### src/rtl/riscv_mc_ctrl_hs_if.sv
// Control/status bundle between the multi-cycle controller and its datapath.
// master = controller side, slave = datapath/memory side.
interface riscv_mc_ctrl_hs_if #(
    parameter int unsigned CNT_W = 32
);
    logic [6:0]       op;
    logic [2:0]       funct3;
    logic             funct7b5;
    logic             Zero;
    logic             cout;
    logic             overflow;
    logic             sign;
    logic             mem_ready;
    logic [2:0]       ImmSrc;
    logic [1:0]       ALUSrcA;
    logic [1:0]       ALUSrcB;
    logic [1:0]       ResultSrc;
    logic             AdrSrc;
    logic [3:0]       ALUControl;
    logic             IRWrite;
    logic             PCWrite;
    logic             RegWrite;
    logic             MemWrite;
    logic             mem_req;
    logic             illegal;
    logic             bus_err;
    logic [CNT_W-1:0] instret;

    modport master (
        input  op, funct3, funct7b5,
        input  Zero, cout, overflow, sign,
        input  mem_ready,
        output ImmSrc, ALUSrcA, ALUSrcB, ResultSrc,
        output AdrSrc, ALUControl,
        output IRWrite, PCWrite, RegWrite, MemWrite,
        output mem_req, illegal, bus_err, instret
    );

    modport slave (
        output op, funct3, funct7b5,
        output Zero, cout, overflow, sign,
        output mem_ready,
        input  ImmSrc, ALUSrcA, ALUSrcB, ResultSrc,
        input  AdrSrc, ALUControl,
        input  IRWrite, PCWrite, RegWrite, MemWrite,
        input  mem_req, illegal, bus_err, instret
    );
endinterface

### src/rtl/riscv_mc_ctrl_hs.sv
// Multi-cycle RV32I control FSM with memory ready/valid stalls,
// illegal-op and bus-timeout traps, and a retired-instruction counter.
module riscv_mc_ctrl_hs #(
    parameter int unsigned TIMEOUT = 0,
    parameter int unsigned CNT_W   = 32
) (
    input  logic               clk,
    input  logic               reset,
    riscv_mc_ctrl_hs_if.master bus
);
    typedef enum logic [3:0] {
        S_FETCH,
        S_DECODE,
        S_MEMADR,
        S_MEMREAD,
        S_MEMWB,
        S_MEMWRITE,
        S_EXEC_R,
        S_EXEC_I,
        S_ALUWB,
        S_BRANCH,
        S_JAL,
        S_JALR1,
        S_JALR2,
        S_TRAP
    } state_e;

    localparam logic [6:0] OP_LOAD  = 7'b0000011;
    localparam logic [6:0] OP_STORE = 7'b0100011;
    localparam logic [6:0] OP_R     = 7'b0110011;
    localparam logic [6:0] OP_I     = 7'b0010011;
    localparam logic [6:0] OP_LUI   = 7'b0110111;
    localparam logic [6:0] OP_AUIPC = 7'b0010111;
    localparam logic [6:0] OP_BR    = 7'b1100011;
    localparam logic [6:0] OP_JAL   = 7'b1101111;
    localparam logic [6:0] OP_JALR  = 7'b1100111;
    localparam logic [6:0] OP_FENCE = 7'b0001111;

    localparam logic [2:0] IMM_I = 3'b000;
    localparam logic [2:0] IMM_S = 3'b001;
    localparam logic [2:0] IMM_B = 3'b010;
    localparam logic [2:0] IMM_J = 3'b011;
    localparam logic [2:0] IMM_U = 3'b100;

    localparam logic [1:0] A_PC    = 2'b00;
    localparam logic [1:0] A_OLDPC = 2'b01;
    localparam logic [1:0] A_RS1   = 2'b10;
    localparam logic [1:0] A_ZERO  = 2'b11;

    localparam logic [1:0] B_RS2  = 2'b00;
    localparam logic [1:0] B_IMM  = 2'b01;
    localparam logic [1:0] B_FOUR = 2'b10;

    localparam logic [1:0] R_ALUOUT = 2'b00;
    localparam logic [1:0] R_DATA   = 2'b01;
    localparam logic [1:0] R_ALURES = 2'b10;

    localparam logic [3:0] ALU_ADD  = 4'd0;
    localparam logic [3:0] ALU_SUB  = 4'd1;
    localparam logic [3:0] ALU_AND  = 4'd2;
    localparam logic [3:0] ALU_OR   = 4'd3;
    localparam logic [3:0] ALU_XOR  = 4'd4;
    localparam logic [3:0] ALU_SLT  = 4'd5;
    localparam logic [3:0] ALU_SLTU = 4'd6;
    localparam logic [3:0] ALU_SLL  = 4'd7;
    localparam logic [3:0] ALU_SRL  = 4'd8;
    localparam logic [3:0] ALU_SRA  = 4'd9;

    state_e           state_q, state_d;
    logic [31:0]      wait_q, wait_d;
    logic [CNT_W-1:0] instret_q, instret_d;
    logic             illegal_q, illegal_d;
    logic             bus_err_q, bus_err_d;

    logic             retire;
    logic             mem_st;
    logic             tmo;
    logic             lt, ltu;
    logic             taken, br_bad;
    logic [3:0]       alu_fn;

    logic [2:0]       imm_c;
    logic [1:0]       a_c, b_c, res_c;
    logic             adr_c;
    logic [3:0]       alu_c;
    logic             irw_c, pcw_c, regw_c, memw_c, req_c;

    assign lt  = bus.sign ^ bus.overflow;
    assign ltu = ~bus.cout;

    assign mem_st = (state_q == S_FETCH)
                 || (state_q == S_MEMREAD)
                 || (state_q == S_MEMWRITE);

    // Timeout fires on the wait cycle that would bring the count to TIMEOUT.
    assign tmo = (TIMEOUT != 0) && !bus.mem_ready
              && (wait_q == 32'(TIMEOUT - 1));

    // ALU function for R/I arithmetic; sub only exists in R-type.
    always_comb begin
        alu_fn = ALU_ADD;
        case (bus.funct3)
            3'b000: alu_fn = (state_q == S_EXEC_R && bus.funct7b5)
                           ? ALU_SUB : ALU_ADD;
            3'b001: alu_fn = ALU_SLL;
            3'b010: alu_fn = ALU_SLT;
            3'b011: alu_fn = ALU_SLTU;
            3'b100: alu_fn = ALU_XOR;
            3'b101: alu_fn = bus.funct7b5 ? ALU_SRA : ALU_SRL;
            3'b110: alu_fn = ALU_OR;
            default: alu_fn = ALU_AND;
        endcase
    end

    // Branch condition from the ALU flags of rs1 - rs2.
    always_comb begin
        taken  = 1'b0;
        br_bad = 1'b0;
        case (bus.funct3)
            3'b000: taken = bus.Zero;
            3'b001: taken = ~bus.Zero;
            3'b100: taken = lt;
            3'b101: taken = ~lt;
            3'b110: taken = ltu;
            3'b111: taken = ~ltu;
            default: br_bad = 1'b1;
        endcase
    end

    // Next-state, Mealy control outputs and trap/retire bookkeeping.
    always_comb begin
        state_d   = state_q;
        illegal_d = illegal_q;
        bus_err_d = bus_err_q;
        retire    = 1'b0;
        imm_c     = IMM_I;
        a_c       = A_PC;
        b_c       = B_RS2;
        res_c     = R_ALUOUT;
        adr_c     = 1'b0;
        alu_c     = ALU_ADD;
        irw_c     = 1'b0;
        pcw_c     = 1'b0;
        regw_c    = 1'b0;
        memw_c    = 1'b0;
        req_c     = 1'b0;
        unique case (state_q)
            S_FETCH: begin
                req_c = 1'b1;
                a_c   = A_PC;
                b_c   = B_FOUR;
                res_c = R_ALURES;
                if (bus.mem_ready) begin
                    irw_c   = 1'b1;
                    pcw_c   = 1'b1;
                    state_d = S_DECODE;
                end else if (tmo) begin
                    bus_err_d = 1'b1;
                    state_d   = S_TRAP;
                end
            end
            S_DECODE: begin
                a_c   = A_OLDPC;
                b_c   = B_IMM;
                imm_c = (bus.op == OP_JAL) ? IMM_J : IMM_B;
                case (bus.op)
                    OP_LOAD, OP_STORE:        state_d = S_MEMADR;
                    OP_R:                     state_d = S_EXEC_R;
                    OP_I, OP_LUI, OP_AUIPC:   state_d = S_EXEC_I;
                    OP_BR:                    state_d = S_BRANCH;
                    OP_JAL:                   state_d = S_JAL;
                    OP_JALR:                  state_d = S_JALR1;
                    OP_FENCE: begin
                        retire  = 1'b1;
                        state_d = S_FETCH;
                    end
                    default: begin
                        illegal_d = 1'b1;
                        state_d   = S_TRAP;
                    end
                endcase
            end
            S_MEMADR: begin
                a_c     = A_RS1;
                b_c     = B_IMM;
                imm_c   = bus.op[5] ? IMM_S : IMM_I;
                state_d = bus.op[5] ? S_MEMWRITE : S_MEMREAD;
            end
            S_MEMREAD: begin
                adr_c = 1'b1;
                req_c = 1'b1;
                if (bus.mem_ready) begin
                    state_d = S_MEMWB;
                end else if (tmo) begin
                    bus_err_d = 1'b1;
                    state_d   = S_TRAP;
                end
            end
            S_MEMWB: begin
                res_c   = R_DATA;
                regw_c  = 1'b1;
                retire  = 1'b1;
                state_d = S_FETCH;
            end
            S_MEMWRITE: begin
                adr_c  = 1'b1;
                req_c  = 1'b1;
                memw_c = 1'b1;
                if (bus.mem_ready) begin
                    retire  = 1'b1;
                    state_d = S_FETCH;
                end else if (tmo) begin
                    bus_err_d = 1'b1;
                    state_d   = S_TRAP;
                end
            end
            S_EXEC_R: begin
                a_c     = A_RS1;
                b_c     = B_RS2;
                alu_c   = alu_fn;
                state_d = S_ALUWB;
            end
            S_EXEC_I: begin
                b_c = B_IMM;
                if (bus.op == OP_LUI) begin
                    a_c   = A_ZERO;
                    imm_c = IMM_U;
                end else if (bus.op == OP_AUIPC) begin
                    a_c   = A_OLDPC;
                    imm_c = IMM_U;
                end else begin
                    a_c   = A_RS1;
                    imm_c = IMM_I;
                    alu_c = alu_fn;
                end
                state_d = S_ALUWB;
            end
            S_ALUWB: begin
                res_c   = R_ALUOUT;
                regw_c  = 1'b1;
                retire  = 1'b1;
                state_d = S_FETCH;
            end
            S_BRANCH: begin
                a_c   = A_RS1;
                b_c   = B_RS2;
                alu_c = ALU_SUB;
                imm_c = IMM_B;
                if (br_bad) begin
                    illegal_d = 1'b1;
                    state_d   = S_TRAP;
                end else begin
                    pcw_c   = taken;
                    retire  = 1'b1;
                    state_d = S_FETCH;
                end
            end
            S_JAL, S_JALR2: begin
                pcw_c   = 1'b1;
                a_c     = A_OLDPC;
                b_c     = B_FOUR;
                state_d = S_ALUWB;
            end
            S_JALR1: begin
                a_c     = A_RS1;
                b_c     = B_IMM;
                imm_c   = IMM_I;
                state_d = S_JALR2;
            end
            S_TRAP: begin
                state_d = S_TRAP;
            end
            default: begin
                state_d = S_FETCH;
            end
        endcase

        wait_d = wait_q;
        if (state_d != state_q) begin
            wait_d = '0;
        end else if (mem_st && !bus.mem_ready) begin
            wait_d = wait_q + 32'd1;
        end

        instret_d = retire ? instret_q + CNT_W'(1) : instret_q;
    end

    // State, wait counter, retire counter and sticky trap flags.
    always_ff @(posedge clk or negedge reset) begin
        if (!reset) begin
            state_q   <= S_FETCH;
            wait_q    <= '0;
            instret_q <= '0;
            illegal_q <= 1'b0;
            bus_err_q <= 1'b0;
        end else begin
            state_q   <= state_d;
            wait_q    <= wait_d;
            instret_q <= instret_d;
            illegal_q <= illegal_d;
            bus_err_q <= bus_err_d;
        end
    end

    // Outputs are forced low while reset is held so an aborted access
    // cannot leave a write enable or request hanging.
    assign bus.ImmSrc     = reset ? imm_c  : '0;
    assign bus.ALUSrcA    = reset ? a_c    : '0;
    assign bus.ALUSrcB    = reset ? b_c    : '0;
    assign bus.ResultSrc  = reset ? res_c  : '0;
    assign bus.AdrSrc     = reset & adr_c;
    assign bus.ALUControl = reset ? alu_c  : '0;
    assign bus.IRWrite    = reset & irw_c;
    assign bus.PCWrite    = reset & pcw_c;
    assign bus.RegWrite   = reset & regw_c;
    assign bus.MemWrite   = reset & memw_c;
    assign bus.mem_req    = reset & req_c;
    assign bus.illegal    = illegal_q;
    assign bus.bus_err    = bus_err_q;
    assign bus.instret    = instret_q;
endmodule
### src/flat_wrapper.sv
// flat-port wrapper written by rule: the top's interface ports become plain ports
module riscv_mc_ctrl_hs_flat 
#(
    parameter int unsigned TIMEOUT = 0,
    parameter int unsigned CNT_W   = 32
)
  (clk, reset, bus_op, bus_funct3, bus_funct7b5, bus_Zero, bus_cout, bus_overflow, bus_sign, bus_mem_ready, bus_ImmSrc, bus_ALUSrcA, bus_ALUSrcB, bus_ResultSrc, bus_AdrSrc, bus_ALUControl, bus_IRWrite, bus_PCWrite, bus_RegWrite, bus_MemWrite, bus_mem_req, bus_illegal, bus_bus_err, bus_instret);
  riscv_mc_ctrl_hs_if #(.CNT_W(CNT_W)) bus_i ();
  input  logic clk;
  input  logic reset;
  input wire logic [$bits(bus_i.op)-1:0] bus_op;
  input wire logic [$bits(bus_i.funct3)-1:0] bus_funct3;
  input wire logic [$bits(bus_i.funct7b5)-1:0] bus_funct7b5;
  input wire logic [$bits(bus_i.Zero)-1:0] bus_Zero;
  input wire logic [$bits(bus_i.cout)-1:0] bus_cout;
  input wire logic [$bits(bus_i.overflow)-1:0] bus_overflow;
  input wire logic [$bits(bus_i.sign)-1:0] bus_sign;
  input wire logic [$bits(bus_i.mem_ready)-1:0] bus_mem_ready;
  output wire logic [$bits(bus_i.ImmSrc)-1:0] bus_ImmSrc;
  output wire logic [$bits(bus_i.ALUSrcA)-1:0] bus_ALUSrcA;
  output wire logic [$bits(bus_i.ALUSrcB)-1:0] bus_ALUSrcB;
  output wire logic [$bits(bus_i.ResultSrc)-1:0] bus_ResultSrc;
  output wire logic [$bits(bus_i.AdrSrc)-1:0] bus_AdrSrc;
  output wire logic [$bits(bus_i.ALUControl)-1:0] bus_ALUControl;
  output wire logic [$bits(bus_i.IRWrite)-1:0] bus_IRWrite;
  output wire logic [$bits(bus_i.PCWrite)-1:0] bus_PCWrite;
  output wire logic [$bits(bus_i.RegWrite)-1:0] bus_RegWrite;
  output wire logic [$bits(bus_i.MemWrite)-1:0] bus_MemWrite;
  output wire logic [$bits(bus_i.mem_req)-1:0] bus_mem_req;
  output wire logic [$bits(bus_i.illegal)-1:0] bus_illegal;
  output wire logic [$bits(bus_i.bus_err)-1:0] bus_bus_err;
  output wire logic [$bits(bus_i.instret)-1:0] bus_instret;
  assign bus_i.op = bus_op;
  assign bus_i.funct3 = bus_funct3;
  assign bus_i.funct7b5 = bus_funct7b5;
  assign bus_i.Zero = bus_Zero;
  assign bus_i.cout = bus_cout;
  assign bus_i.overflow = bus_overflow;
  assign bus_i.sign = bus_sign;
  assign bus_i.mem_ready = bus_mem_ready;
  assign bus_ImmSrc = bus_i.ImmSrc;
  assign bus_ALUSrcA = bus_i.ALUSrcA;
  assign bus_ALUSrcB = bus_i.ALUSrcB;
  assign bus_ResultSrc = bus_i.ResultSrc;
  assign bus_AdrSrc = bus_i.AdrSrc;
  assign bus_ALUControl = bus_i.ALUControl;
  assign bus_IRWrite = bus_i.IRWrite;
  assign bus_PCWrite = bus_i.PCWrite;
  assign bus_RegWrite = bus_i.RegWrite;
  assign bus_MemWrite = bus_i.MemWrite;
  assign bus_mem_req = bus_i.mem_req;
  assign bus_illegal = bus_i.illegal;
  assign bus_bus_err = bus_i.bus_err;
  assign bus_instret = bus_i.instret;
  riscv_mc_ctrl_hs #(.TIMEOUT(TIMEOUT), .CNT_W(CNT_W)) u_core (.clk(clk), .reset(reset), .bus(bus_i));
endmodule
### config.mk
export PLATFORM = sky130hd
export DESIGN_NAME = riscv_mc_ctrl_hs_flat
export DESIGN_NICKNAME = d
export VERILOG_FILES = /design/src/rtl/riscv_mc_ctrl_hs_if.sv /design/src/rtl/riscv_mc_ctrl_hs.sv /design/src/flat_wrapper.sv
export SDC_FILE = /design/constraint.sdc
export NUM_CORES = 1
export LEC_CHECK = 0
export ABC_CLOCK_PERIOD_IN_PS = 2910
export CAP_MARGIN = 0
export CORE_UTILIZATION = 40
export CTS_CLUSTER_SIZE = 10
export DETAILED_ROUTE_END_ITERATION = 7
export PLACE_DENSITY = 0.78
export RECOVER_POWER = 50
export SLEW_MARGIN = 20
export SYNTH_ARGS = -nofsm -noshare
export SYNTH_HDL_FRONTEND = slang
export SYNTH_SLANG_ARGS = --single-unit
### constraint.sdc
create_clock -name clk -period 2.91 [get_ports clk]
set_clock_uncertainty 0.05 [all_clocks]
set_input_delay 0.4365 -clock clk [delete_from_list [all_inputs] [get_ports clk]]
set_output_delay 0.4365 -clock clk [all_outputs]
set_load 0.01 [all_outputs]
==> flow_results.xml, run 1 <==
<?xml version="1.0" encoding="UTF-8"?>
<metrics>
  <group name="sta">
    <metric name="finalMaxSlewViolations" unit="">31</metric>
    <metric name="setup_viol_count_final" unit="">0</metric>
    <metric name="max_slew.worst_pin.slew" unit="ns">1.62</metric>
    <metric name="fmax" unit="MHz">354</metric>
    <metric name="finalHoldViolCount" unit="">0</metric>
    <metric name="timing.slew.headroom" unit="">-0.0777</metric>
    <metric name="finalCritPeriodShare" unit="">0.972</metric>
    <metric name="final.min_clock_period" unit="ns">2.83</metric>
    <metric name="setup_ws" unit="ns">0.0824</metric>
    <metric name="grt_setup_unrepaired" unit="">no</metric>
  </group>
  <group name="min_path">
    <metric name="worst_hold_path_type" unit="">in -&gt; async</metric>
  </group>
  <group name="route">
    <metric name="number_of_drc_markers_after_the_initial_detailed_route_iteration" unit="">191</metric>
    <metric name="drt.antenna.violating_nets" unit="">0</metric>
    <metric name="drt_pre_antenna_iters" unit="">5</metric>
    <metric name="vias" unit="">2431</metric>
    <metric name="wl_per_cell" unit="µm">15.7</metric>
    <metric name="drc_errors" unit="">0</metric>
    <metric name="route.final.wire_length" unit="µm">6890</metric>
    <metric name="vias_per_cell" unit="">5.54</metric>
  </group>
  <group name="setup_path">
    <metric name="critical_path_arrival" unit="ns">2.34</metric>
    <metric name="endpoint_kind" unit="">output pin</metric>
    <metric name="critical-path-slowest-cell" unit="">sky130_fd_sc_hd__dlygate4sd3_1</metric>
    <metric name="start_kind" unit="">input pin</metric>
    <metric name="worst_r2r_path_depth" unit="">7</metric>
    <metric name="setup.worst_path.class" unit="">in -&gt; out</metric>
    <metric name="critical_path.cell_chain" unit="">dlygate4sd3_1 -&gt; nand3b_1 -&gt; nor2_1 -&gt; a41oi_1 -&gt; a211oi_1 -&gt; clkdlybuf4s50_1</metric>
    <metric name="crit_fanout" unit="">3</metric>
    <metric name="cp.required" unit="ns">2.42</metric>
    <metric name="worst_path_largest_cell_delay" unit="ns">0.57</metric>
  </group>
  <group name="cells_and_area">
    <metric name="multi_input_area" unit="µm²">1540</metric>
    <metric name="synthesis_to_layout_area_growth" unit="%">34.4</metric>
    <metric name="fin_util" unit="">0.571</metric>
    <metric name="mostFrequentLayoutCells" unit="">41 x sky130_fd_sc_hd__clkdlybuf4s50_1, 36 x sky130_fd_sc_hd__dfrtp_1, 30 x sky130_fd_sc_hd__xor2_1</metric>
    <metric name="num_antenna_cells" unit="">0</metric>
    <metric name="fillCellCount" unit="">588</metric>
    <metric name="drive_above_1_share" unit="">0.129</metric>
    <metric name="num-nets-final" unit="">383</metric>
    <metric name="layout_commonest_cell" unit="">sky130_fd_sc_hd__clkdlybuf4s50_1</metric>
    <metric name="final_cell_area" unit="µm²">3480</metric>
    <metric name="area.sequential" unit="µm²">927</metric>
  </group>
  <group name="synth">
    <metric name="ys_ff_latch" unit="">37</metric>
    <metric name="post_synth_instance_area" unit="µm²">2590</metric>
    <metric name="sequential_area_share_after_synthesis" unit="">0.357</metric>
    <metric name="synth_cells" unit="">290</metric>
    <metric name="synth_compound_area_frac" unit="">0.107</metric>
    <metric name="post_synth_xor_area_fraction" unit="">0.128</metric>
    <metric name="synthArstFlopShare" unit="">1.00</metric>
    <metric name="fraction_of_the_mapped_netlist_area_in_adder_cells" unit="">0.00483</metric>
    <metric name="synth_top_family_by_area" unit="">simple AND/OR/NAND/NOR gates</metric>
    <metric name="simple_gate_share_of_the_synthesized_area" unit="">0.335</metric>
    <metric name="ys_warn_count" unit="">0</metric>
    <metric name="synth_mux_area_frac" unit="">0.0159</metric>
    <metric name="avgSynthCellArea" unit="µm²">8.94</metric>
    <metric name="nets_in_the_synthesized_netlist" unit="">309</metric>
    <metric name="synth_edf_count" unit="">0</metric>
    <metric name="synth_cell_type_count" unit="">55</metric>
    <metric name="synth_top_flop_cell" unit="">sky130_fd_sc_hd__dfrtp_1</metric>
  </group>
  <group name="clock_network">
    <metric name="clk_latency" unit="ns">0.30</metric>
    <metric name="cts_num_sinks" unit="">37</metric>
    <metric name="cts_setup_buffers" unit="">0</metric>
    <metric name="cts_hold_buf" unit="">0</metric>
    <metric name="clockBufferDepth" unit="">2</metric>
    <metric name="path_clk_slew" unit="ns">0.07</metric>
    <metric name="numCtsBuffers" unit="">5</metric>
    <metric name="tritoncts" unit="">yes</metric>
    <metric name="htree_levels" unit="">2</metric>
    <metric name="root_buffer" unit="">sky130_fd_sc_hd__clkbuf_8</metric>
  </group>
  <group name="run_status">
    <metric name="violations_in_the_final_reports" unit="">capacitance limit, slew limit</metric>
    <metric name="outcome" unit="">complete, but fails checks</metric>
  </group>
  <group name="floorplan">
    <metric name="dieWidth" unit="µm">82.5</metric>
    <metric name="start_util" unit="">0.425</metric>
    <metric name="core" unit="µm²">6100</metric>
    <metric name="io-pin-count" unit="">71</metric>
    <metric name="placementRows" unit="">28</metric>
    <metric name="dieHeight" unit="µm">82.5</metric>
    <metric name="die_area" unit="µm²">6800</metric>
  </group>
  <group name="global_route">
    <metric name="antenna_found_initial" unit="">0</metric>
    <metric name="grt_first_pass_wirelength" unit="µm">10800</metric>
    <metric name="first_global_vias" unit="">2192</metric>
    <metric name="grt-ovfl-total" unit="">0</metric>
    <metric name="grt_start_max_net_pins" unit="">31</metric>
    <metric name="grtUsageTotal" unit="">0.212</metric>
  </group>
  <group name="flow_run">
    <metric name="max_cap_viol_count" unit="">1</metric>
  </group>
  <group name="power">
    <metric name="power_per_cell_area" unit="nW/µm²">627</metric>
    <metric name="worst_ir_drop_vdd" unit="V">0.000513</metric>
    <metric name="static-leakage-power" unit="nW">1.57</metric>
  </group>
  <group name="placed_design">
    <metric name="gp_congestion" unit="">0.912</metric>
    <metric name="post-dp-hpwl" unit="µm">5100</metric>
    <metric name="count_of_input_and_output_buffers" unit="">69</metric>
    <metric name="setup_ws_pre_cts" unit="ns">-0.112</metric>
    <metric name="placement.cell_area" unit="µm²">3400</metric>
  </group>
</metrics>
-- path summary, 6_finish.rpt --
path,to,from,slack (ns)
max in group asynchronous,u_core.bus.instret[7],reset,0.99
min,u_core.state_q[2],reset,0.42
min in group clk,u_core.bus.instret[31],u_core.bus.instret[31],0.42
min reg2reg,u_core.bus.instret[31],u_core.bus.instret[31],0.42
max reg2reg,u_core.bus.instret[24],u_core.state_q[2],0.69
max,bus_ALUSrcA[0],bus_op[1],0.08
-- cell families (layout without fill, tap and decap cells) --
group | Yosys count | in the layout
adder cells (fa/ha/maj) | 1 | 1
buffers and inverters | 29 | 103
other | 1 | 1
multiplexers | 4 | 4
XOR/XNOR | 37 | 37
AO/OA/AOI/OAI | 38 | 38
AND/OR/NAND/NOR | 143 | 143
flip-flops | 37 | 37
-- synth_stat cells (all sizes together) (7+ instances only) --
library cell	n	area, µm²
nor4	11	138
nor3	15	100
nand3	24	120
nand2	23	86.3
and3	9	56.3
nor2	23	86.3
clkbuf	7	26.3
buf	11	63.8
inv	11	41.3
dfrtp	37	926
xor2	31	279
nand4	7	43.8
-- registers in the layout (all words and copies together), names as in the netlist --
name and flops:
u_core.bus.instret 32, u_core.bus.illegal 1, u_core.state_q 4
-- where the power goes --
group	internal (mW)	switching (mW)
clock	0.188	0.181
sequential	0.579	0.0866
combinational	0.494	0.653
-- metrics by stage --
step	hold WS (ns)	instances	setup TNS, ns	power (mW)
after floorplan	0.0909	290	0	1.40
after global placement	0.403	432	-0.0730	1.81
after detailed placement	0.404	432	-0.112	1.82
after CTS	0.147	439	0	2.19
after global routing	0.434	439	0	2.32
final	0.419	439	0	2.18
-- per-layer routing --
layer | GRT usage | wire (µm)
met4 | 0.0719 | 90
met2 | 0.332 | 3290
met3 | 0.0308 | 277
met5 | 0 | 0
met1 | 0.298 | 3230
-- worst max-delay path: cells and delay by family --
kind | cells | cell delay (ns)
buf+inv | 2 | 1.14
simple gates | 2 | 0.34
compound gates | 2 | 0.42
-- area by class of cell --
type,count,share of cell area
well taps,75,0.0269
clock buffers,7,0.0248
inverters,11,0.0119
multi-input cells,224,0.442
flip-flops and latches,37,0.266
repair buffers,85,0.229
-- timing repair --
item                                    CTS  global route
gates resized for setup                   2             1
endpoints found under the setup margin    1             1
endpoints found under the hold margin     0             0
cloned                                    0             0
Note: power is estimated with default switching activity, not from simulation.
==> inputs of run 2 (changes only) <==
--- a/config.mk
+++ b/config.mk
@@ -14,2 +14,3 @@
 export RECOVER_POWER = 50
+export SKIP_CTS_REPAIR_TIMING = 1
 export SLEW_MARGIN = 20
@@ -18 +19,2 @@
 export SYNTH_SLANG_ARGS = --single-unit
+export TNS_END_PERCENT = 20
--- a/constraint.sdc
+++ b/constraint.sdc
@@ -4,2 +4,2 @@
 set_output_delay 0.4365 -clock clk [all_outputs]
-set_load 0.01 [all_outputs]
+set_load 0.005 [all_outputs]
==> run 2 against run 1 <==
Effect of this change:
- the run now ends clean
- core utilization increased by 0.53 points
- design area increased by 0.93%
- critical path depth is the same
- sequential cell count unchanged
- via count decreased by 0.82%
- setup slack better by 0.034 ns
- clock power is 25% higher
- hold slack got worse by 0.25 ns
- critical endpoint unchanged
- largest cell class unchanged
- largest power group unchanged
==> flow_results.xml, run 2 (same netlist as run 1, synthesis figures left out) <==
<?xml version="1.0" encoding="UTF-8"?>
<metrics>
  <group name="clock_network">
    <metric name="clk_latency" unit="ns">0.30</metric>
    <metric name="root_buffer" unit="">sky130_fd_sc_hd__clkbuf_8</metric>
    <metric name="htree_levels" unit="">2</metric>
    <metric name="cts_num_sinks" unit="">37</metric>
    <metric name="path_clk_slew" unit="ns">0.08</metric>
    <metric name="tritoncts" unit="">yes</metric>
    <metric name="clockBufferDepth" unit="">2</metric>
    <metric name="numCtsBuffers" unit="">5</metric>
  </group>
  <group name="route">
    <metric name="vias_per_cell" unit="">5.52</metric>
    <metric name="number_of_drc_markers_after_the_initial_detailed_route_iteration" unit="">221</metric>
    <metric name="drt.antenna.violating_nets" unit="">0</metric>
    <metric name="drt_pre_antenna_iters" unit="">5</metric>
    <metric name="drc_errors" unit="">0</metric>
    <metric name="vias" unit="">2411</metric>
    <metric name="wl_per_cell" unit="µm">14.8</metric>
    <metric name="route.final.wire_length" unit="µm">6460</metric>
  </group>
  <group name="power">
    <metric name="total_power" unit="mW">2.22</metric>
    <metric name="worst_ir_drop_vdd" unit="V">0.000591</metric>
    <metric name="static-leakage-power" unit="nW">1.60</metric>
    <metric name="power_per_cell_area" unit="nW/µm²">632</metric>
  </group>
  <group name="floorplan">
    <metric name="die_area" unit="µm²">6800</metric>
    <metric name="dieWidth" unit="µm">82.5</metric>
    <metric name="io-pin-count" unit="">71</metric>
    <metric name="placementRows" unit="">28</metric>
    <metric name="core" unit="µm²">6100</metric>
    <metric name="start_util" unit="">0.425</metric>
    <metric name="dieHeight" unit="µm">82.5</metric>
  </group>
  <group name="sta">
    <metric name="grt_setup_unrepaired" unit="">no</metric>
    <metric name="finalCritPeriodShare" unit="">0.960</metric>
    <metric name="finalMaxSlewViolations" unit="">0</metric>
    <metric name="timing.slew.headroom" unit="">0.584</metric>
    <metric name="setup_ws" unit="ns">0.116</metric>
    <metric name="final.min_clock_period" unit="ns">2.79</metric>
    <metric name="fmax" unit="MHz">358</metric>
    <metric name="finalHoldViolCount" unit="">0</metric>
    <metric name="max_slew.worst_pin.slew" unit="ns">0.622</metric>
    <metric name="setup_viol_count_final" unit="">0</metric>
  </group>
  <group name="setup_path">
    <metric name="critical_path_arrival" unit="ns">2.31</metric>
    <metric name="crit_fanout" unit="">3</metric>
    <metric name="endpoint_kind" unit="">output pin</metric>
    <metric name="setup.worst_path.class" unit="">in -&gt; out</metric>
    <metric name="cp.required" unit="ns">2.42</metric>
    <metric name="start_kind" unit="">input pin</metric>
  </group>
  <group name="cells_and_area">
    <metric name="drive_above_1_share" unit="">0.130</metric>
    <metric name="max_reg_flops" unit="">32</metric>
    <metric name="final_cell_area" unit="µm²">3510</metric>
    <metric name="layout_commonest_cell" unit="">sky130_fd_sc_hd__clkdlybuf4s50_1</metric>
    <metric name="synthesis_to_layout_area_growth" unit="%">35.6</metric>
    <metric name="mostFrequentLayoutCells" unit="">42 x sky130_fd_sc_hd__clkdlybuf4s50_1, 37 x sky130_fd_sc_hd__dfrtp_1, 30 x sky130_fd_sc_hd__xor2_1</metric>
    <metric name="num_antenna_cells" unit="">0</metric>
    <metric name="num-nets-final" unit="">380</metric>
  </group>
  <group name="placed_design">
    <metric name="placement.cell_area" unit="µm²">3390</metric>
    <metric name="setup_ws_pre_cts" unit="ns">-0.0610</metric>
    <metric name="gp_congestion" unit="">0.909</metric>
    <metric name="post-dp-hpwl" unit="µm">4760</metric>
    <metric name="count_of_input_and_output_buffers" unit="">69</metric>
  </group>
  <group name="global_route">
    <metric name="grtUsageTotal" unit="">0.205</metric>
    <metric name="first_global_vias" unit="">2173</metric>
    <metric name="grt-ovfl-total" unit="">0</metric>
    <metric name="grt_start_max_net_pins" unit="">45</metric>
    <metric name="grt_first_pass_wirelength" unit="µm">10500</metric>
    <metric name="antenna_found_initial" unit="">0</metric>
  </group>
  <group name="min_path">
    <metric name="worst_hold_path_type" unit="">in -&gt; async</metric>
  </group>
  <group name="run_status">
    <metric name="outcome" unit="">finished clean</metric>
  </group>
  <group name="flow_run">
    <metric name="max_cap_viol_count" unit="">0</metric>
  </group>
</metrics>
run 2: cell type report:
type                            instances  area, µm²
Tap cell                               75       93.8
Timing Repair Buffer                   82        797
Fill cell                             561       2580
Sequential cell                        37        926
Clock inverter                          1       30.0
Multi-Input combinational cell        224       1540
Inverter                               11       41.3
Clock buffer                            7       86.3
run 2: per-stage QoR:
stage / setup TNS [ns] / utilization / hold WS, ns / std cells
6_report: 0 / 0.577 / 0.170 / 437
5_1_grt: 0 / 0.577 / 0.192 / 437
4_1_cts: -0.0725 / 0.575 / 0.100 / 437
3_5_place_dp: -0.0610 / 0.556 / 0.413 / 429
3_3_place_gp: -0.0422 / 0.556 / 0.402 / 429
2_1_floorplan: 0 / - / 0.0909 / 290
run 2: worst paths after layout:
check | start | endpoint | slack (ns) | depth (start not counted)
worst max-delay path | bus_op[0] | bus_ALUSrcA[0] | 0.12 | 6
worst min-delay path | reset | u_core.bus.instret[14] | 0.17 | 2
worst max register to register | u_core.state_q[1] | u_core.bus.instret[27] | 0.63 | 6
worst min register to register | u_core.bus.illegal | u_core.bus.illegal | 0.42 | 1
max in group asynchronous | reset | u_core.bus.instret[25] | 2.43 | 2
min in group clk | u_core.bus.illegal | u_core.bus.illegal | 0.42 | 1
run 2: critical path: stages:
cell                              delay, ns
sky130_fd_sc_hd__clkdlybuf4s50_1       0.50
sky130_fd_sc_hd__nand3b_1              0.13
sky130_fd_sc_hd__nor2_1                0.28
sky130_fd_sc_hd__a41oi_1               0.16
sky130_fd_sc_hd__a211oi_1              0.26
sky130_fd_sc_hd__clkdlybuf4s50_1       0.53
run 2: layer usage:
| metal | share of wire | vias up | wire length [µm] | track usage |
|---|---|---|---|---|
| met4 | 0.013 | 0 | 85 | 0.0719 |
| met2 | 0.48 | 74 | 3130 | 0.321 |
| met5 | 0 | - | 0 | 0 |
| met3 | 0.047 | 9 | 303 | 0.0440 |
| li1 | - | 1169 | - | - |
| met1 | 0.46 | 1159 | 2950 | 0.278 |
run 2: power breakdown:
part | leakage [nW] | total (mW) | switching, mW | internal (mW)
sequential | 0.483 | 0.666 | 0.0888 | 0.577
combinational | 1.05 | 1.09 | 0.604 | 0.490
clock | 0.0585 | 0.462 | 0.182 | 0.279
==> inputs of run 3 (changes only) <==
- CAP_MARGIN: 0 -> 15
- GPL_ROUTABILITY_DRIVEN: not set -> 0
- TNS_END_PERCENT: 20 -> not set
==> run 3 against run 2 <==
Effect of this change:
- the flow now finishes with violations (capacitance limit, slew limit)
- setup slack lost 0.010 ns
- die area is the same
- core utilization shrank 0.14 points
- design area shrank 0.25%
- largest power group unchanged
- global-route usage grew 0.22 points
- sequential cell count is the same
- wire length grew 2.6%
- sequential power shrank 2%
- register-to-register slack gained 0.02 ns
- clock-buffer cell count shrank 2
- critical endpoint is now bus_ImmSrc[0]
- largest cell class unchanged
==> flow_results.xml, run 3 (same netlist as run 1, synthesis figures left out) <==
<?xml version="1.0" encoding="UTF-8"?>
<metrics>
  <group name="cells_and_area">
    <metric name="num_antenna_cells" unit="">0</metric>
    <metric name="synthesis_to_layout_area_growth" unit="%">35.3</metric>
    <metric name="layout_commonest_cell" unit="">sky130_fd_sc_hd__clkdlybuf4s50_1</metric>
    <metric name="max_reg_flops" unit="">32</metric>
    <metric name="multi_input_area" unit="µm²">1540</metric>
    <metric name="final_cell_count_no_fill" unit="">437</metric>
    <metric name="area.sequential" unit="µm²">926</metric>
    <metric name="fillCellCount" unit="">560</metric>
    <metric name="mostFrequentLayoutCells" unit="">42 x sky130_fd_sc_hd__clkdlybuf4s50_1, 37 x sky130_fd_sc_hd__dfrtp_1, 30 x sky130_fd_sc_hd__xor2_1</metric>
    <metric name="num-nets-final" unit="">380</metric>
    <metric name="drive_above_1_share" unit="">0.130</metric>
  </group>
  <group name="setup_path">
    <metric name="endpoint_of_the_lowest_slack_register_to_register_path" unit="">u_core.bus.instret[13]</metric>
    <metric name="rrSetupSlack" unit="ns">0.65</metric>
    <metric name="critical_path_arrival" unit="ns">2.32</metric>
    <metric name="critical_path.startpoint" unit="">u_core.state_q[1]</metric>
    <metric name="critical-path-slowest-cell" unit="">sky130_fd_sc_hd__dfrtp_1</metric>
    <metric name="crit_fanout" unit="">17</metric>
    <metric name="critical_path.cell_chain" unit="">nor2b_1 -&gt; and3_1 -&gt; nand2_1 -&gt; o21ai_0 -&gt; and2_1 -&gt; clkdlybuf4s50_1</metric>
    <metric name="endpoint_kind" unit="">output pin</metric>
    <metric name="setup.worst_path.class" unit="">reg -&gt; out</metric>
    <metric name="worst_path_largest_cell_delay" unit="ns">0.59</metric>
    <metric name="regToRegStartpoint" unit="">u_core.state_q[1]</metric>
    <metric name="worst_r2r_path_depth" unit="">6</metric>
    <metric name="start_kind" unit="">flip-flop</metric>
    <metric name="cp.required" unit="ns">2.42</metric>
  </group>
  <group name="power">
    <metric name="total_power" unit="mW">2.24</metric>
    <metric name="power_per_cell_area" unit="nW/µm²">639</metric>
    <metric name="static-leakage-power" unit="nW">1.59</metric>
    <metric name="worst_ir_drop_vdd" unit="V">0.000453</metric>
  </group>
  <group name="global_route">
    <metric name="antenna_found_initial" unit="">0</metric>
    <metric name="grt_first_pass_wirelength" unit="µm">10800</metric>
    <metric name="first_global_vias" unit="">2278</metric>
    <metric name="grt_use_met2" unit="">0.336</metric>
    <metric name="grt_use_met1" unit="">0.282</metric>
    <metric name="gr-usage-met3" unit="">0.0440</metric>
    <metric name="grt.busiest_layer" unit="">met2</metric>
    <metric name="grtUsageTotal" unit="">0.207</metric>
    <metric name="grt_start_max_net_pins" unit="">30</metric>
    <metric name="grt-ovfl-total" unit="">0</metric>
  </group>
  <group name="run_status">
    <metric name="violations_in_the_final_reports" unit="">capacitance limit, slew limit</metric>
    <metric name="outcome" unit="">complete, but fails checks</metric>
  </group>
  <group name="route">
    <metric name="drt.antenna.violating_nets" unit="">0</metric>
    <metric name="route.final.wire_length" unit="µm">6630</metric>
    <metric name="vias_per_cell" unit="">5.56</metric>
    <metric name="drc_errors" unit="">0</metric>
    <metric name="number_of_drc_markers_after_the_initial_detailed_route_iteration" unit="">221</metric>
    <metric name="wl_per_cell" unit="µm">15.2</metric>
    <metric name="drt_pre_antenna_iters" unit="">4</metric>
    <metric name="vias" unit="">2431</metric>
  </group>
  <group name="placed_design">
    <metric name="post-dp-hpwl" unit="µm">4790</metric>
    <metric name="setup_ws_pre_cts" unit="ns">-0.0550</metric>
    <metric name="count_of_input_and_output_buffers" unit="">69</metric>
    <metric name="place.detailed.instances" unit="">428</metric>
  </group>
  <group name="clock_network">
    <metric name="cts_num_sinks" unit="">37</metric>
    <metric name="htree_levels" unit="">2</metric>
    <metric name="tritoncts" unit="">yes</metric>
    <metric name="root_buffer" unit="">sky130_fd_sc_hd__clkbuf_8</metric>
    <metric name="path_clk_slew" unit="ns">0.09</metric>
    <metric name="numCtsBuffers" unit="">5</metric>
    <metric name="clk_latency" unit="ns">0.30</metric>
    <metric name="clockBufferDepth" unit="">2</metric>
  </group>
  <group name="sta">
    <metric name="grt_setup_unrepaired" unit="">no</metric>
    <metric name="timing.slew.headroom" unit="">-0.0659</metric>
    <metric name="final.min_clock_period" unit="ns">2.80</metric>
    <metric name="max_slew.worst_pin.slew" unit="ns">1.60</metric>
    <metric name="finalHoldViolCount" unit="">0</metric>
    <metric name="finalCritPeriodShare" unit="">0.964</metric>
    <metric name="fin_setup_tns" unit="ns">0</metric>
    <metric name="setup_ws" unit="ns">0.106</metric>
    <metric name="finalMaxSlewViolations" unit="">30</metric>
    <metric name="fmax" unit="MHz">357</metric>
    <metric name="setup_viol_count_final" unit="">0</metric>
  </group>
  <group name="floorplan">
    <metric name="io-pin-count" unit="">71</metric>
    <metric name="dieWidth" unit="µm">82.5</metric>
    <metric name="core" unit="µm²">6100</metric>
    <metric name="placementRows" unit="">28</metric>
    <metric name="die_area" unit="µm²">6800</metric>
    <metric name="start_util" unit="">0.425</metric>
    <metric name="dieHeight" unit="µm">82.5</metric>
  </group>
  <group name="min_path">
    <metric name="worst_hold_path_type" unit="">in -&gt; async</metric>
  </group>
  <group name="flow_run">
    <metric name="max_cap_viol_count" unit="">1</metric>
  </group>
</metrics>
-- run 3: cell count changes in the layout (fill, tap and decap cells not counted) --
cell,delta
sky130_fd_sc_hd__clkinvlp_4,+1
sky130_fd_sc_hd__nor2b_1,+1
sky130_fd_sc_hd__clkinv_4,+1
sky130_fd_sc_hd__clkbuf_8,-1
sky130_fd_sc_hd__and4b_1,-1
sky130_fd_sc_hd__buf_4,-2
sky130_fd_sc_hd__buf_2,+1
sky130_fd_sc_hd__and4b_2,+1
sky130_fd_sc_hd__nor2b_2,-1
-- run 3: metrics by stage --
stage          cell area [µm²]  hold slack, ns  utilization
5_1_grt                   3510           0.298        0.575
4_1_cts                   3500          0.0411        0.574
2_1_floorplan             2590          0.0909            -
3_5_place_dp              3380           0.369        0.555
3_3_place_gp              3380           0.366        0.555
6_report                  3510           0.248        0.575
-- run 3: how the worst max path moves through the flow --
stage	to	depth (start not counted)	slack (ns)
after CTS	bus_PCWrite	7	-0.06
after detailed placement	bus_PCWrite	7	-0.05
after global placement	bus_PCWrite	7	-0.04
final	bus_ImmSrc[0]	6	0.11
after floorplan	bus_PCWrite	6	0.78
after global routing	bus_ImmSrc[0]	7	0.01
-- run 3: worst max-delay path, delay by kind of cell (launching register included) --
family                 cells  cell delay, ns
DFF                        1            0.59
and+or+nand+nor            4            0.83
buffers and inverters      1            0.50
AOI/OAI and AO/OA          1            0.12
-- run 3: power by group --
group / total, mW / internal, mW / leakage [nW] / switching, mW
registers: 0.650 / 0.577 / 0.483 / 0.0727
clock network: 0.456 / 0.257 / 0.0543 / 0.200
logic: 1.13 / 0.506 / 1.05 / 0.628
-- run 3: area by class of cell --
cell class | count | share of cell area
Multi-Input combinational cell | 224 | 0.439
Sequential cell | 37 | 0.264
Timing Repair Buffer | 82 | 0.226
Tap cell | 75 | 0.0268
Clock buffer | 5 | 0.0196
Clock inverter | 3 | 0.0132
Inverter | 11 | 0.0118
-- run 3: per-layer routing --
| layer | vias up | routed length, µm |
|---|---|---|
| li1 | 1169 | - |
| met1 | 1157 | 2940 |
| met2 | 98 | 3150 |
| met3 | 7 | 480 |
| met4 | 0 | 68 |
| met5 | - | 0 |
